### src/rtl/qed_decoder_pipe.sv
// Buffered QED instruction decoder: LANES RV instructions per beat, decoded then held in a BUF_DEPTH FIFO.
// Optional statistics counters are built when QED_DEC_STATS_EN is defined.
module qed_decoder_pipe #(
  parameter int LANES     = 2,
  parameter int BUF_DEPTH = 2,
  parameter int CNT_W     = 16
) (
  input  logic                  clk,
  input  logic                  rst_n,
  input  logic                  flush,
  input  logic                  in_valid,
  output logic                  in_ready,
  input  logic [32*LANES-1:0]   in_instr,
  input  logic [LANES-1:0]      in_lane_vld,
  output logic                  out_valid,
  input  logic                  out_ready,
  output logic [LANES-1:0]      out_lane_vld,
  output logic [3*LANES-1:0]    out_class,
  output logic [5*LANES-1:0]    out_rd,
  output logic [5*LANES-1:0]    out_rs1,
  output logic [5*LANES-1:0]    out_rs2,
  output logic [12*LANES-1:0]   out_imm12,
  output logic [3*LANES-1:0]    out_funct3
`ifdef QED_DEC_STATS_EN
  ,
  input  logic                  stats_clr,
  output logic [CNT_W-1:0]      cnt_r,
  output logic [CNT_W-1:0]      cnt_i,
  output logic [CNT_W-1:0]      cnt_lw,
  output logic [CNT_W-1:0]      cnt_sw
`endif
);

  localparam int AW = $clog2(BUF_DEPTH);

  localparam logic [2:0] CLS_NONE = 3'd0;
  localparam logic [2:0] CLS_R    = 3'd1;
  localparam logic [2:0] CLS_I    = 3'd2;
  localparam logic [2:0] CLS_LW   = 3'd3;
  localparam logic [2:0] CLS_SW   = 3'd4;

  if (LANES < 1 || BUF_DEPTH < 2 || (BUF_DEPTH & (BUF_DEPTH - 1)) != 0 || CNT_W < 1) begin : g_param_err
    $error("qed_decoder_pipe: illegal parameter combination");
  end

  function automatic logic [2:0] decode_class(input logic [31:0] ins);
    logic [6:0] op;
    logic [6:0] f7;
    logic [2:0] f3;
    op = ins[6:0];
    f7 = ins[31:25];
    f3 = ins[14:12];
    decode_class = CLS_NONE;
    case (op)
      7'b0110011:
        if (f7 == 7'b0000000 || f7 == 7'b0000001 ||
            (f7 == 7'b0100000 && (f3 == 3'b000 || f3 == 3'b101)))
          decode_class = CLS_R;
      7'b0111011:
        if ((f7 == 7'b0000000 && (f3 == 3'b000 || f3 == 3'b001 || f3 == 3'b101)) ||
            (f7 == 7'b0100000 && (f3 == 3'b000 || f3 == 3'b101)) ||
            (f7 == 7'b0000001 && (f3 == 3'b000 || f3 >= 3'b100)))
          decode_class = CLS_R;
      7'b0010011:
        if (f3 != 3'b001 && f3 != 3'b101) decode_class = CLS_I;
      7'b0011011:
        if (f3 == 3'b000) decode_class = CLS_I;
      7'b0000011:
        if (f3 == 3'b010) decode_class = CLS_LW;
      7'b0100011:
        if (f3 == 3'b010) decode_class = CLS_SW;
      default: decode_class = CLS_NONE;
    endcase
  endfunction

  logic [3*LANES-1:0]  dec_class;
  logic [5*LANES-1:0]  dec_rd, dec_rs1, dec_rs2;
  logic [12*LANES-1:0] dec_imm;
  logic [3*LANES-1:0]  dec_f3;

  // Masked-off lanes store all-zero fields so the buffer contents stay deterministic.
  for (genvar l = 0; l < LANES; l++) begin : g_lane
    logic [31:0] ins;
    logic [2:0]  cls;
    logic        v;
    assign ins = in_instr[32*l +: 32];
    assign v   = in_lane_vld[l];
    assign cls = v ? decode_class(ins) : CLS_NONE;
    assign dec_class[3*l +: 3]  = cls;
    assign dec_rd[5*l +: 5]     = v ? ins[11:7]  : 5'd0;
    assign dec_rs1[5*l +: 5]    = v ? ins[19:15] : 5'd0;
    assign dec_rs2[5*l +: 5]    = v ? ins[24:20] : 5'd0;
    assign dec_f3[3*l +: 3]     = v ? ins[14:12] : 3'd0;
    assign dec_imm[12*l +: 12]  = !v ? 12'd0 :
                                  (cls == CLS_SW) ? {ins[31:25], ins[11:7]} : ins[31:20];
  end

  logic [LANES-1:0]    mem_vld   [BUF_DEPTH];
  logic [3*LANES-1:0]  mem_class [BUF_DEPTH];
  logic [5*LANES-1:0]  mem_rd    [BUF_DEPTH];
  logic [5*LANES-1:0]  mem_rs1   [BUF_DEPTH];
  logic [5*LANES-1:0]  mem_rs2   [BUF_DEPTH];
  logic [12*LANES-1:0] mem_imm   [BUF_DEPTH];
  logic [3*LANES-1:0]  mem_f3    [BUF_DEPTH];

  logic [AW-1:0] wr_ptr, rd_ptr;
  logic [AW:0]   count;
  logic          push, pop;

  assign in_ready  = (count != (AW+1)'(BUF_DEPTH));
  assign out_valid = (count != '0);
  assign push      = in_valid && in_ready && !flush;
  assign pop       = out_valid && out_ready;

  always_ff @(posedge clk or negedge rst_n) begin
    if (!rst_n) begin
      wr_ptr <= '0;
      rd_ptr <= '0;
      count  <= '0;
    end else if (flush) begin
      wr_ptr <= '0;
      rd_ptr <= '0;
      count  <= '0;
    end else begin
      if (push) wr_ptr <= wr_ptr + AW'(1);
      if (pop)  rd_ptr <= rd_ptr + AW'(1);
      if (push && !pop)      count <= count + (AW+1)'(1);
      else if (pop && !push) count <= count - (AW+1)'(1);
    end
  end

  always_ff @(posedge clk or negedge rst_n) begin
    if (!rst_n) begin
      for (int e = 0; e < BUF_DEPTH; e++) begin
        mem_vld[e]   <= '0;
        mem_class[e] <= '0;
        mem_rd[e]    <= '0;
        mem_rs1[e]   <= '0;
        mem_rs2[e]   <= '0;
        mem_imm[e]   <= '0;
        mem_f3[e]    <= '0;
      end
    end else if (push) begin
      mem_vld[wr_ptr]   <= in_lane_vld;
      mem_class[wr_ptr] <= dec_class;
      mem_rd[wr_ptr]    <= dec_rd;
      mem_rs1[wr_ptr]   <= dec_rs1;
      mem_rs2[wr_ptr]   <= dec_rs2;
      mem_imm[wr_ptr]   <= dec_imm;
      mem_f3[wr_ptr]    <= dec_f3;
    end
  end

  assign out_lane_vld = mem_vld[rd_ptr];
  assign out_class    = mem_class[rd_ptr];
  assign out_rd       = mem_rd[rd_ptr];
  assign out_rs1      = mem_rs1[rd_ptr];
  assign out_rs2      = mem_rs2[rd_ptr];
  assign out_imm12    = mem_imm[rd_ptr];
  assign out_funct3   = mem_f3[rd_ptr];

`ifdef QED_DEC_STATS_EN
  localparam int NW = $clog2(LANES + 1);
  localparam int SW = CNT_W + NW;

  logic [NW-1:0] n_r, n_i, n_lw, n_sw;

  always_comb begin
    n_r  = '0;
    n_i  = '0;
    n_lw = '0;
    n_sw = '0;
    for (int l = 0; l < LANES; l++) begin
      if (out_lane_vld[l]) begin
        case (out_class[3*l +: 3])
          CLS_R:   n_r  = n_r  + NW'(1);
          CLS_I:   n_i  = n_i  + NW'(1);
          CLS_LW:  n_lw = n_lw + NW'(1);
          CLS_SW:  n_sw = n_sw + NW'(1);
          default: ;
        endcase
      end
    end
  end

  function automatic logic [CNT_W-1:0] sat_add(input logic [CNT_W-1:0] c, input logic [NW-1:0] n);
    logic [SW-1:0] s;
    s = SW'(c) + SW'(n);
    sat_add = (s > SW'({CNT_W{1'b1}})) ? {CNT_W{1'b1}} : s[CNT_W-1:0];
  endfunction

  // Counters keep running across flush; a popped entry in a flush cycle still counts.
  always_ff @(posedge clk or negedge rst_n) begin
    if (!rst_n) begin
      cnt_r <= '0; cnt_i <= '0; cnt_lw <= '0; cnt_sw <= '0;
    end else if (stats_clr) begin
      cnt_r <= '0; cnt_i <= '0; cnt_lw <= '0; cnt_sw <= '0;
    end else if (pop) begin
      cnt_r  <= sat_add(cnt_r,  n_r);
      cnt_i  <= sat_add(cnt_i,  n_i);
      cnt_lw <= sat_add(cnt_lw, n_lw);
      cnt_sw <= sat_add(cnt_sw, n_sw);
    end
  end
`endif

endmodule

### config.mk
export PLATFORM = sky130hd
export DESIGN_NAME = qed_decoder_pipe
export DESIGN_NICKNAME = d
export VERILOG_FILES = /design/src/rtl/qed_decoder_pipe.sv
export SDC_FILE = /design/constraint.sdc
export NUM_CORES = 1
export LEC_CHECK = 0
export ABC_AREA = 1
export BUFFER_PORTS_ARGS = -buffer_cell sky130_fd_sc_hd__buf_2
export CORE_MARGIN = 1.5
export CORE_UTILIZATION = 50
export CTS_BUF_LIST = sky130_fd_sc_hd__clkbuf_16
export DETAILED_ROUTE_END_ITERATION = 16
export PLACE_DENSITY = 0.81
export SYNTH_ARGS = -nofsm -noshare
export SYNTH_HDL_FRONTEND = slang
export SYNTH_SLANG_ARGS = --single-unit
### constraint.sdc
create_clock -name clk -period 1.62 [get_ports clk]
set_clock_uncertainty 0.2 [all_clocks]
set_input_delay 0.081 -clock clk [delete_from_list [all_inputs] [get_ports clk]]
set_output_delay 0.081 -clock clk [all_outputs]
set_load 0.005 [all_outputs]
# Word level (Yosys, flattened, before mapping)
# Cells that the tools add are included.
[word_totals] ff_bits=140 input_bits=71 out_inout_bits=70 elab_cells=169
[classes] addsub=4 order_cmp=5 eq_ne=29 mux=71 bitwise=2 n_reduce_logical=41
[op_table] op="$mux 10" count=10
[op_table] op="$mux 24" count=4
[op_table] op="$bwmux 20" count=3
[op_table] op="$eq 7x6->1 const B" count=8
[op_table] op="$bwmux 48" count=1
[op_table] op="$mux 6" count=7
[op_table] op="$mux 5" count=8
[op_table] op="$pmux 3 s6" count=2
[op_table] op="$eq 7x5->1 const B" count=4
[op_table] op="$mux 2" count=13
[op_table] op="$bwmux 12" count=2
[op_table] op="$demux 24 s1" count=1
[op_table] op="$mux 12" count=2
[op_table] op="$mux 3" count=6
[op_table] op="$logic_or 1x1->1" count=16
[op_table] op="$eq 7x1->1 const B" count=2
[op_table] op="$eq 7x2->1 const B" count=2
[op_table] op="$logic_and 1x1->1" count=14
[op_table] op="$logic_not 7->1" count=2
[op_table] op="$eq 3x3->1 const B" count=4
[op_table] op="$demux 10 s1" count=1
[op_table] op="$mux 1" count=8
[op_table] op="$demux 6 s1" count=1
[op_table] op="$eq 3x1->1 const B" count=2
[op_table] op="17 further kinds" count=29

# Logic depth before layout (Yosys ltp)
# Gate-level depths: netlist (run 1).
[logic_depth] depth_word=13 depth_mapped=11 ltp_nobuf=10

# Worst setup path before layout (run 1)
# Ideal clock, no wire load.
[synth_path] path_type="register to register" startpoint="register count[1]" endpoint="register mem_class[8] (netlist bit)" setup_ns=0.124 arrival_time_ns=1.245 required_ns=1.296 setup_slack_ns=0.051 stages_incl_launch_ff=11 n_path_buf=2 period_less_slack_ns=1.569 path_cell_list="dfrtp_1 nand2_2 nand2_2 nor2_4 inv_2 nor2_8 inv_2 buf_6 buf_6 nand2_1 o21ai_2"
[synth_between] elab_chain_cells=3
[synth_rtl] item="start, declared" line="107" text="logic [AW:0] count;"
[synth_rtl] item="start signal, assigned" line="127" text="if (push && !pop) count <= count + (AW+1)'(1);"
[synth_rtl] item="start signal, assigned" line="128" text="else if (pop && !push) count <= count - (AW+1)'(1);"
[synth_rtl] item="$ne 2x2->1" line="110" text="assign in_ready = (count != (AW+1)'(BUF_DEPTH));"
[synth_rtl] item="named net in_ready" line="12" text="output logic in_ready,"
[synth_rtl] item="$logic_and 1x1->1 (2 in a row)" line="112" text="assign push = in_valid && in_ready && !flush;"
[synth_rtl] item="end signal, assigned by index" line="145" text="mem_class[wr_ptr] <= dec_class;"
[synth_rtl] item="end, declared" line="99" text="logic [3*LANES-1:0] mem_class [BUF_DEPTH];"
# The timed path passes the listed nets, and every way through them passes these cells.
# A chain may end at the register's enable or synchronous reset.

# Worst setup path after layout (run 1)
[layout_path] startpoint="register rd_ptr" endpoint="register rd_ptr"
[layout_between] elab_chain_cells=3
[layout_rtl] item="start, declared" line="106" text="logic [AW-1:0] wr_ptr, rd_ptr;"
[layout_rtl] item="start signal, assigned" line="126" text="if (pop) rd_ptr <= rd_ptr + AW'(1);"
[layout_rtl] item="$add 1x1->1" line="126"
[layout_rtl] item="$mux 1" line="126"
[layout_rtl] item="$mux 1" line="120" text="end else if (flush) begin"
# No other way between the ends. The select of a mux whose other input is x is not followed.

==> summary.md, run 1 <==
| Metric | Value |
|---|---|
| Main synth FF type | `dfrtp_1` |
| Worst path max stage delay | `720 ps` |
| Post-route clock period utilization | `138%` |
| Register area share after synthesis | `49.9%` |
| Drt pass-1 iters | `8` |
| RD Place Congestion | `0.867` |
| Crit. End Element | `register` |
| Post-synth EDFFs | `0` |
| Hold crit path type | `input pin to register` |
| Final setup fails | `207` |
| Vias in the first global route | `7253` |
| Most common cell after layout, fill and taps aside | `nand2_1` |
| Crit start category | `register` |
| CTS max path bufs | `2` |
| Port bufs | `140` |
| Syn avg cell area | `7.58 µm²` |
| FMAX | `0.447 GHz` |
| Final worst slack | `-619 ps` |
| Min-delay src | `in_instr[4]` |
| Failing checks | `negative hold slack, negative setup slack` |
| Max_cap viols | `0` |
| 1st-iter DRT viols | `1349` |
| Final ANT Viol Nets | `0` |
| Layout Nets | `1255` |
| Num CTS Buffers | `17` |
| DRC violations left | `0` |
| Count of cell types in the netlist | `23` |
| GR Layer Usage met3 | `6.55%` |
| Commonest cells after routing, fill and taps aside | `nand2_1 (258), dfrtp_1 (138), buf_2 (136)` |
| Core area | `0.0138 mm²` |
| Hold Fails Final Rpt | `2` |
| Power density over cell area | `1420 mW/mm²` |
| Post-route cell area | `0.0117 mm²` |
| Starting Density | `51.0%` |
| Placement Rows | `43` |
| Die area | `0.0148 mm²` |
| Worst Path Max Fanout | `18` |
| R2r startpoint | `rd_ptr$_DFFE_PN0P_` |
| #FFs+latches synth | `140` |
| WP data arrival | `2290 ps` |
| Worst hold path depth | `6` |
| Worst R2R Setup Slack | `-620 ps` |
| Post-layout min period | `2240 ps` |
| R2R cell count | `4` |
| GRT Util Overall | `31.9%` |
| Post-DP Area | `0.00804 mm²` |
| Area growth, synth to finish | `66.4%` |
| GR Util met2 | `52.4%` |
| Path type of the worst setup path | `register to register` |
| H-tree Lvls | `4` |
| Leakage | `5.71 nW` |
| Setup TNS | `-43840 ps` |
| Worst hold slack | `-49.2 ps` |
| Detailed-route vias per instance | `6.37` |
| Fraction of layout cells with a size suffix above 1 | `44.2%` |
| Slowest CP cell | `a21oi_1` |
| Worst slew pin tran | `888 ps` |
| Gr ovfl total | `0` |
| Max IR drop VDD | `0.000765 V` |
| Global-route met1 utilization | `38.5%` |
| WP data required | `1670 ps` |
| Die H | `122 µm` |
| Unrepaired setup endpoints after global routing | `true` |
| Status | `finished, violations left` |
| WHS Endpoint | `mem_class[8]$_DFFE_PN0P_` |
| Largest net degree at the start of global routing | `54` |
| GR peak layer | `met2` |
| First-pass GRT wire length | `36200 µm` |
| Die width | `122 µm` |
| CTS tree | `done` |
| Clk_lat worst skew | `440 ps` |
| CTS Sinks | `140` |
| R2R Path End | `rd_ptr$_DFFE_PN0P_` |
| Initial antenna violation count | `2` |
| Slew Viols, Final | `0` |
| Syn nets | `998` |
| Worst-path clk slew | `60 ps` |
| Post-Route WL | `34400 µm` |
| CP cell instances | `clkinvlp_4 -> buf_12 -> o21ai_0 -> a21oi_1` |
| Avg WL per Cell | `24.9 µm` |
| IO Pins | `141` |
| Post-Syn Area | `0.00703 mm²` |
| Hpwl dp | `12800 µm` |
| Hold-fix buffers at CTS | `59` |
| Synth warnings | `0` |
| Post-synth ARST share | `100%` |
| DR vias | `8786` |
| Slew headroom | `40.8%` |
| Mapped Cells | `927` |
| Root buf cell | `clkbuf_16` |
-- area by class of cell --
cell class	count	area, µm²
Multi-Input combinational cell	659	4290
Timing Repair Buffer	289	2860
Fill cell	610	2080
Inverter	77	314
Antenna cell	3	7.51
Clock inverter	14	65.1
Sequential cell	140	3510
Clock buffer	17	425
Tap cell	180	225
-- power by group --
group | internal [mW] | leakage [nW] | switching, mW
registers | 4.74 | 1.84 | 1.30
clock network | 1.88 | 0.246 | 1.60
logic | 3.21 | 3.62 | 3.89
-- layer usage --
layer,share of wire [%],routed length [µm]
met4,11,3620
met3,13,4360
met2,45,15300
met5,0.038,13
met1,32,11000
-- cell usage after synthesis (4+ instances only) --
master / count / share of area, %
a21oi_1: 4 / 0.28
buf_2: 18 / 1.3
buf_6: 8 / 1.3
clkbuf_1: 25 / 1.3
dfrtp_1: 140 / 50
inv_1: 71 / 3.8
inv_2: 5 / 0.27
nand2_1: 383 / 20
nand3_1: 64 / 4.6
nand4_1: 11 / 0.98
nor2_1: 32 / 1.7
o21ai_0: 96 / 6.8
o21ai_1: 13 / 0.93
o21ai_2: 27 / 3.4
o31ai_1: 15 / 1.6
-- per-stage QoR --
stage	util, %	instances	hold WS [ps]	power, mW	worst slack (ps)
floorplan	-	927	-415	7.63	51.0
finish	84.9	1379	-49.2	16.6	-619
CTS	72.0	1337	18.6	13.8	-225
global placement	58.4	1226	-179	9.15	-24.1
detailed placement	58.4	1226	-173	9.31	-87.3
global route	84.8	1376	-30.8	17.1	-553
-- state kept, by name (all words and copies together), names as in the netlist --
| name | cells |
|---|---|
| mem_rs2 | 20 |
| mem_f3 | 12 |
| mem_class | 12 |
| mem_vld | 4 |
| wr_ptr | 1 |
| rd_ptr | 1 |
| count | 2 |
| mem_imm | 48 |
| mem_rd | 20 |
| mem_rs1 | 20 |
-- worst max-delay path by stage --
| stage | depth (start not counted) | endpoint | slack [ps] | startpoint |
|---|---|---|---|---|
| finish | 4 | rd_ptr$_DFFE_PN0P_ | -620 | rd_ptr$_DFFE_PN0P_ |
| global route | 4 | rd_ptr$_DFFE_PN0P_ | -550 | rd_ptr$_DFFE_PN0P_ |
| CTS | 5 | out_class[0] | -230 | rd_ptr$_DFFE_PN0P_ |
| detailed placement | 9 | mem_rs1[17]$_DFFE_PN0P_ | -90 | count[1]$_DFFE_PN0P_ |
| global placement | 9 | mem_rs1[17]$_DFFE_PN0P_ | -20 | count[1]$_DFFE_PN0P_ |
| floorplan | 10 | mem_class[8]$_DFFE_PN0P_ | 50 | count[1]$_DFFE_PN0P_ |
-- worst max-delay path: cells and delay by family, from the launching register on --
kind / cells / cell delay, ps
AO/OA/AOI/OAI: 2 / 870
buffers and inverters: 2 / 420
flip-flops: 1 / 540
-- kinds of logic (layout without fill, tap and decap cells) --
family | count (synthesis) | after routing | share of synthesized area, %
flip-flops | 140 | 140 | 49.9
AO/OA/AOI/OAI | 157 | 157 | 13.2
buffers and inverters | 131 | 397 | 8.17
other | 0 | 3 | 0
AND/OR/NAND/NOR | 499 | 502 | 28.7
-- timing repair --
item / 4_1_cts / 5_1_grt
hold endpoints to repair: 267 / 2
resized for setup: 151 / 312
setup buffers: 11 / 15
setup endpoints to repair: 112 / 206
pin swaps: 15 / 22
cloned: 10 / 28
Power figures use the tool's default switching activity.
==> run 2, diff against run 1 <==
--- a/config.mk
+++ b/config.mk
@@ -13,4 +13,5 @@
 export DETAILED_ROUTE_END_ITERATION = 16
 export PLACE_DENSITY = 0.81
+export REMOVE_ABC_BUFFERS = 1
 export SYNTH_ARGS = -nofsm -noshare
 export SYNTH_HDL_FRONTEND = slang
==> constraint.sdc (replaced) <==
create_clock -name clk -period 1.62 [get_ports clk]
set_clock_uncertainty 0.2 [all_clocks]
set_input_delay 0.081 -clock clk [delete_from_list [all_inputs] [get_ports clk]]
set_output_delay 0.081 -clock clk [all_outputs]
set_load 0.02 [all_outputs]
==> run 2 against run 1 <==
Net effect:
- the flow still finishes with violations (negative hold slack, negative setup slack)
- worst setup slack improved by 190 ps
- clock-buffer cell count unchanged
- fmax rose by 9.3%
- via count shrank 3.0%
- first-iteration DRC count decreased by 31%
- sequential power down 2%
- routed wire length is 3.3% lower
- cell area increased by 5.8%
- hold slack better by 38 ps
- final cell count increased by 0.22%
- critical endpoint is now mem_imm[37]$_DFFE_PN0P_
- largest cell class unchanged
- largest power group unchanged
- highest routed layer unchanged
==> summary.md, run 2 (synthesized netlist as in run 1, its figures left out) <==
| Metric | Value |
|---|---|
| Worst path max stage delay | `630 ps (-90 ps)` |
| Sw Pwr | `7.66 mW (+13%)` |
| Worst hold slack | `-10.9 ps (+38.3 ps)` |
| Area growth, synth to finish | `76.1%` |
| Post-route cell area | `0.0124 mm² (+5.8%)` |
| Slew headroom | `45.1% (+4.3 points)` |
| Most common cell after layout, fill and taps aside | `nand2_1` |
| GRT Util Overall | `27.9% (-4.1 points)` |
| Post-DP Area | `0.00811 mm² (+0.87%)` |
| Layout Utilization | `89.8% (+4.9 points)` |
| Worst Path Max Fanout | `7 (-11)` |
| Gr ovfl total | `0 (unchanged)` |
| Worst path top cell family by delay | `simple AND/OR/NAND/NOR gates` |
| CTS Sinks | `140 (unchanged)` |
| Placement Rows | `43 (unchanged)` |
| Failing checks | `negative hold slack, negative setup slack` |
| Path type of the worst setup path | `input pin to register` |
| WP data arrival | `2180 ps (-110 ps)` |
| Power share of the clock group | `21.8% (+0.9 points)` |
| Layout Nets | `1260 (+0.40%)` |
| Status | `finished, violations left` |
| Flop pwr share | `31.2% (-5.2 points)` |
| Worst-path clk slew | `70 ps (about the same)` |
| Avg WL per Cell | `24.1 µm (-3.5%)` |
| Initial antenna violation count | `1 (-1)` |
| Internal power | `11.4 mW (+15%)` |
| Hold Fails Final Rpt | `1 (-1)` |
| Largest reg by FF count | `mem_imm` |
| First-pass GRT wire length | `32500 µm (-10%)` |
| IO Pins | `141 (unchanged)` |
| Antenna cell count | `0 (-3)` |
| Crit start category | `input pin` |
| H-tree Lvls | `4 (unchanged)` |
| Post-layout min period | `2050 ps (-191 ps)` |
| Port bufs | `140 (unchanged)` |
| Final ANT Viol Nets | `0 (unchanged)` |
| Hold crit path type | `input pin to register` |
| Final worst slack | `-429 ps (+191 ps)` |
| DR vias | `8523 (-3.0%)` |
| Clk_lat worst skew | `440 ps (about the same)` |
| Die width | `122 µm (unchanged)` |
| Max_cap viols | `0 (unchanged)` |
| Max FFs per register | `48 (unchanged)` |
| Final setup fails | `208 (+0.48%)` |
| Drt pass-1 iters | `6 (-2)` |
| Hpwl dp | `11800 µm (-8.0%)` |
| Worst path most repeated cell | `nand2_1` |
| Root buf cell | `clkbuf_16` |
| Post-route clock period utilization | `126% (-12 points)` |
| Largest net degree at the start of global routing | `58 (+7.4%)` |
| Sw Ratio | `40.3% (-0.56 points)` |
| DRC violations left | `0 (unchanged)` |
| CTS max path bufs | `2 (unchanged)` |
| Worst slew pin tran | `823 ps (-65.8 ps)` |
| RD Place Congestion | `0.798 (-7.9%)` |
| Max IR drop VDD | `0.00101 V (+32%)` |
| Leakage | `5.87 nW (+2.7%)` |
| Die area | `0.0148 mm² (unchanged)` |
| Buf+Inv Stages, Crit Path | `3 (+1)` |
| Crit. End Element | `register` |
| Post-Route WL | `33300 µm (-3.3%)` |
| 1st-iter DRT viols | `933 (-31%)` |
| Detailed-route vias per instance | `6.17 (-3.2%)` |
| Die H | `122 µm (unchanged)` |
| Slowest CP cell | `dlygate4sd3_1` |
| Commonest cells after routing, fill and taps aside | `nand2_1 (236), dfrtp_1 (138), nand2_2 (89)` |
| Vias in the first global route | `6843 (-5.7%)` |
| Unrepaired setup endpoints after global routing | `true` |
| Num CTS Buffers | `17 (unchanged)` |
| Core area | `0.0138 mm² (unchanged)` |
| FMAX | `0.488 GHz (+9.3%)` |
| Power density over cell area | `1540 mW/mm² (+8.1%)` |
| Fraction of layout cells with a size suffix above 1 | `47.1% (+2.9 points)` |
| Filler cell count | `534 (-12%)` |
| Slew Viols, Final | `0 (unchanged)` |
| Combinational power share | `47.0% (+4.3 points)` |
| Starting Density | `51.0% (unchanged)` |
| CP cell instances | `buf_2 -> dlygate4sd3_1 -> inv_2 -> nand2_1 -> nor2_2 -> nand3_4 -> nand2_1 -> nand2_1 -> nand3_1 -> nand2_1` |
| CTS tree | `done` |
| WP data required | `1750 ps (+80 ps)` |
| Dpl ws | `-48.8 ps (+38.5 ps)` |
[run 2: changes by cell type in the layout (fill, tap and decap cells not counted), moves of 15 or more]
| cell | before | now |
|---|---|---|
| buf_2 | 136 | 70 |
| buf_6 | 13 | 62 |
| nand2_1 | 258 | 236 |
| nand2_2 | 52 | 89 |
| nand2_4 | 75 | 60 |
| o21ai_0 | 26 | 6 |
[run 2: final timing paths]
kind | startpoint | end | slack [ps] | cells after the start
worst max-delay path | in_instr[44] | mem_imm[37]$_DFFE_PN0P_ | -430 | 10
worst min-delay path | in_instr[2] | mem_class[2]$_DFFE_PN0P_ | -10 | 6
worst max register to register | count[0]$_DFFE_PN0P_ | mem_imm[17]$_DFFE_PN0P_ | -340 | 11
worst min register to register | mem_vld[1]$_DFFE_PN0P_ | mem_vld[1]$_DFFE_PN0P_ | 290 | 2
max in group asynchronous | rst_n | mem_class[7]$_DFFE_PN0P_ | 210 | 4
min in group asynchronous | rst_n | mem_f3[3]$_DFFE_PN0P_ | 410 | 3
[run 2: final cells by class]
type                    count  area (µm²)  area share, %
repair buffers            293        3340           27.0
clock buffers              17         425           3.44
clock inverters            15         179           1.45
inverters                  77         314           2.54
flip-flops and latches    140        3510           28.4
multi-input cells         659        4370           35.3
repair inverters            1        7.51         0.0607
well taps                 180         225           1.82
[run 2: layer usage]
layer / part of all wire, % / global-route usage (%) / up-vias
met5: 0.039 / 0 / -
met4: 7.5 / 10.5 / 2
met3: 11 / 4.63 / 246
met2: 48 / 46.5 / 674
met1: 34 / 36.6 / 4103
li1: - / - / 3498
[run 2: stage by stage]
step	std cells	power, mW	hold WS (ps)	setup TNS (ps)
floorplan	873	8.29	-415	-169670
CTS	1328	14.9	-1.49	-21500
detailed placement	1227	10.1	-259	-547
global route	1382	19.7	10.0	-60800
global placement	1227	10.0	-260	-13.7
finish	1382	19.0	-10.9	-51730
[run 2: repair_timing]
action,CTS,global route
hold buffers,58,1
resized for setup,88,530
setup buffers,8,16
setup endpoints to repair,96,224
pin swaps,6,42
endpoints found under the hold margin,270,16
gates cloned,3,41
[run 2: power by group through the flow]
stage          combinational [mW]  sequential (mW)  clock, mW
4_1_cts                      5.42             5.37       4.06
6_report                     8.93             5.94       4.15
5_1_grt                      9.35             6.04       4.28
3_5_place_dp                 4.73             5.39          0
2_1_floorplan                2.96             5.34          0
3_3_place_gp                 4.65             5.34          0
[run 2: worst register-to-register path, cell delays in order, from the launching register on]
cell	delay, ps
dfrtp_1	390
inv_2	60
nand2_2	100
nand2_2	100
nor2_4	140
buf_6	140
buf_12	150
nand2_8	140
buf_6	180
buf_12	140
nand2_2	50
o31ai_1	60
==> run 3, diff against run 2 <==
- CORE_MARGIN: 1.5 -> unset
- PLACE_DENSITY: 0.81 -> 0.76
==> run 3 against run 2 <==
Net effect:
- the run still ends with negative hold slack, negative setup slack left
- sequential share of layout area rose by 2.3 points
- clock power barely moved
- first-iteration DRC count fell by 32%
- critical path depth fell by 6
- worst setup slack improved by 82 ps
- critical path type is now register to output port
- largest cell class unchanged
==> summary.md, run 3 (synthesized netlist as in run 1, its figures left out) <==
| Metric | Value |
|---|---|
| Fraction of layout cells with a size suffix above 1 | `38.9% (-8.2 points)` |
| Die width | `121 µm (-0.82%)` |
| DR WL met3 | `2080 µm (-44%)` |
| Power share of the clock group | `24.1% (+2.3 points)` |
| Met2 Wirelength | `13400 µm (-16%)` |
| Initial antenna violation count | `0 (-1)` |
| RD Place Congestion | `0.832 (+4.2%)` |
| Final worst slack | `-347 ps (+82.0 ps)` |
| Crit. End Element | `output port` |
| Power density over cell area | `1520 mW/mm² (-1.3%)` |
| Status | `finished, violations left` |
| Final setup fails | `201 (-3.4%)` |
| Core area | `0.0135 mm² (-2.3%)` |
| Unrepaired setup endpoints after global routing | `true` |
| Sw Pwr | `6.73 mW (-12%)` |
| IO Pins | `141 (unchanged)` |
| Max FFs per register | `48 (unchanged)` |
| Gr ovfl total | `0 (unchanged)` |
| Worst-path clk slew | `60 ps (about the same)` |
| DRC violations left | `0 (unchanged)` |
| H-tree Lvls | `4 (unchanged)` |
| Root buf cell | `clkbuf_16` |
| Worst slew pin tran | `678 ps (-145 ps)` |
| Slew headroom | `54.8% (+9.7 points)` |
| Combinational power share | `43.0% (-4.0 points)` |
| Sw Ratio | `38.8% (-1.5 points)` |
| Crit start category | `register` |
| Placement Rows | `42 (-2.3%)` |
| Slew Viols, Final | `0 (unchanged)` |
| Clk_lat worst skew | `430 ps (about the same)` |
| Max IR drop VDD | `0.00122 V (+21%)` |
| Post-route clock period utilization | `121% (-5.1 points)` |
| Num CTS Buffers | `17 (unchanged)` |
| Drt pass-1 iters | `8 (+2)` |
| Worst path max stage delay | `490 ps (-140 ps)` |
| Detailed-route vias per instance | `5.80 (-6.0%)` |
| Filler cell count | `667 (+25%)` |
| Dpl ws | `-93.0 ps (-44.2 ps)` |
| Worst Path Max Fanout | `27 (+20)` |
| Post-Route WL | `26500 µm (-20%)` |
| WP data arrival | `1690 ps (-490 ps)` |
| Largest net degree at the start of global routing | `65 (+12%)` |
| GRT Util Overall | `29.4% (+1.5 points)` |
| Slowest CP cell | `dfrtp_4` |
| Largest reg by FF count | `mem_imm` |
| Layout Nets | `1241 (-1.5%)` |
| CTS max path bufs | `2 (unchanged)` |
| FMAX | `0.509 GHz (+4.2%)` |
| CP cell instances | `buf_6 -> nand2_1 -> o21ai_1 -> buf_4` |
| CTS Sinks | `140 (unchanged)` |
| Max_cap viols | `0 (unchanged)` |
| Commonest cells after routing, fill and taps aside | `nand2_1 (298), dfrtp_1 (138), buf_2 (89)` |
| Die H | `121 µm (-0.82%)` |
| Vias in the first global route | `6816 (-0.39%)` |
| Flop pwr share | `32.9% (+1.7 points)` |
| Reg area | `0.00351 mm² (unchanged)` |
| Avg WL per Cell | `19.5 µm (-19%)` |
| Path type of the worst setup path | `register to output port` |
| Internal power | `10.6 mW (-6.5%)` |
| DR vias | `7880 (-7.5%)` |
| Worst hold slack | `-2.46 ps (+8.47 ps)` |
| Hpwl dp | `11700 µm (-0.38%)` |
| Leakage | `5.56 nW (-5.3%)` |
| Max layer used | `met4` |
| Layout Utilization | `85.0% (-4.8 points)` |
| First-pass GRT wire length | `33000 µm (+1.6%)` |
| 1st-iter DRT viols | `631 (-32%)` |
| Failing checks | `negative hold slack, negative setup slack` |
| Worst path top cell family by delay | `flip-flops` |
| Multi-input logic area | `0.00391 mm² (-10%)` |
| Port bufs | `140 (unchanged)` |
| Buf+Inv Stages, Crit Path | `2 (-1)` |
| Final ANT Viol Nets | `0 (unchanged)` |
| Met1 Wirelength | `9910 µm (-11%)` |
| Die area | `0.0145 mm² (-1.6%)` |
| Hold crit path type | `input pin to register` |
| Starting Density | `52.2% (+1.2 points)` |
| Antenna cell count | `0 (unchanged)` |
| Hold Fails Final Rpt | `1 (unchanged)` |
| Post-layout min period | `1970 ps (-82.0 ps)` |
| CTS tree | `done` |
| WP data required | `1340 ps (-410 ps)` |
| Most common cell after layout, fill and taps aside | `nand2_1` |
| Area growth, synth to finish | `62.7%` |
-- run 3: changes by cell type in the layout (fill, tap and decap cells not counted), sizes merged --
cell / before / now
inv: 73 / 76
clkinvlp: 6 / 7
nand2: 389 / 388
clkinv: 10 / 7
dlygate4sd3: 58 / 59
clkbuf: 41 / 30
buf: 211 / 202
-- run 3: what timing repair did --
item / in CTS / in global routing
buffers inserted: 7 / 11
setup endpoints to repair: 101 / 208
hold buffers: 58 / 1
pin swaps: 6 / 26
cloned: 10 / 22
endpoints found under the hold margin: 268 / 1
gates resized for setup: 122 / 300
-- run 3: worst reg2reg max path, cell delays in order, from the launching register on --
cell,delay [ps]
dfrtp_1,390
nand2_2,100
nand2_4,60
nor2_4,120
inv_2,80
nor2_8,200
buf_12,190
buf_12,140
buf_16,130
nand3_2,60
o21ai_1,100
-- run 3: through the flow --
stage	total power [mW]	instance area (µm²)	hold WS [ps]	TNS (ps)	instances
3_3_place_gp	9.96	8050	-187	-444	1222
4_1_cts	15.2	9940	7.88	-18640	1329
3_5_place_dp	10.1	8050	-188	-1330	1222
2_1_floorplan	8.29	6740	-415	-169670	873
6_report	17.4	11400	-2.46	-29800	1359
5_1_grt	18.1	11400	23.8	-39840	1359
-- run 3: worst paths after layout --
kind	slack (ps)	cells after the start	start	endpoint
setup / recovery	-350	4	rd_ptr$_DFFE_PN0P_	out_rs2[8]
hold / removal	-2	6	in_instr[36]	mem_class[11]$_DFFE_PN0P_
setup reg to reg	-230	10	count[1]$_DFFE_PN0P_	mem_imm[45]$_DFFE_PN0P_
hold reg to reg	270	2	mem_imm[26]$_DFFE_PN0P_	mem_imm[26]$_DFFE_PN0P_
max in group asynchronous	120	4	rst_n	mem_rs1[7]$_DFFE_PN0P_
min in group asynchronous	460	3	rst_n	mem_imm[17]$_DFFE_PN0P_
-- run 3: final cells by class --
type	count	share of cell area (%)
clock buffer	17	3.72
clock inverter	15	1.72
inverter	77	2.74
multi-input combinational	658	34.2
sequential	140	30.7
tap	176	1.93
timing repair buffer	274	24.8
timing repair inverter	2	0.164
-- run 3: layer usage --
metal	up-vias	global-route usage [%]
li1	3474	-
met1	3825	37.4
met2	456	49.3
met3	125	5.52
met4	0	12.1
met5	-	0
-- run 3: power groups by stage --
stage | logic [mW] | registers, mW | clock network (mW)
after global routing | 7.94 | 5.82 | 4.32
after floorplan | 2.96 | 5.34 | 0
after global placement | 4.63 | 5.34 | 0
final | 7.47 | 5.71 | 4.18
after detailed placement | 4.71 | 5.38 | 0
after CTS | 5.73 | 5.34 | 4.15
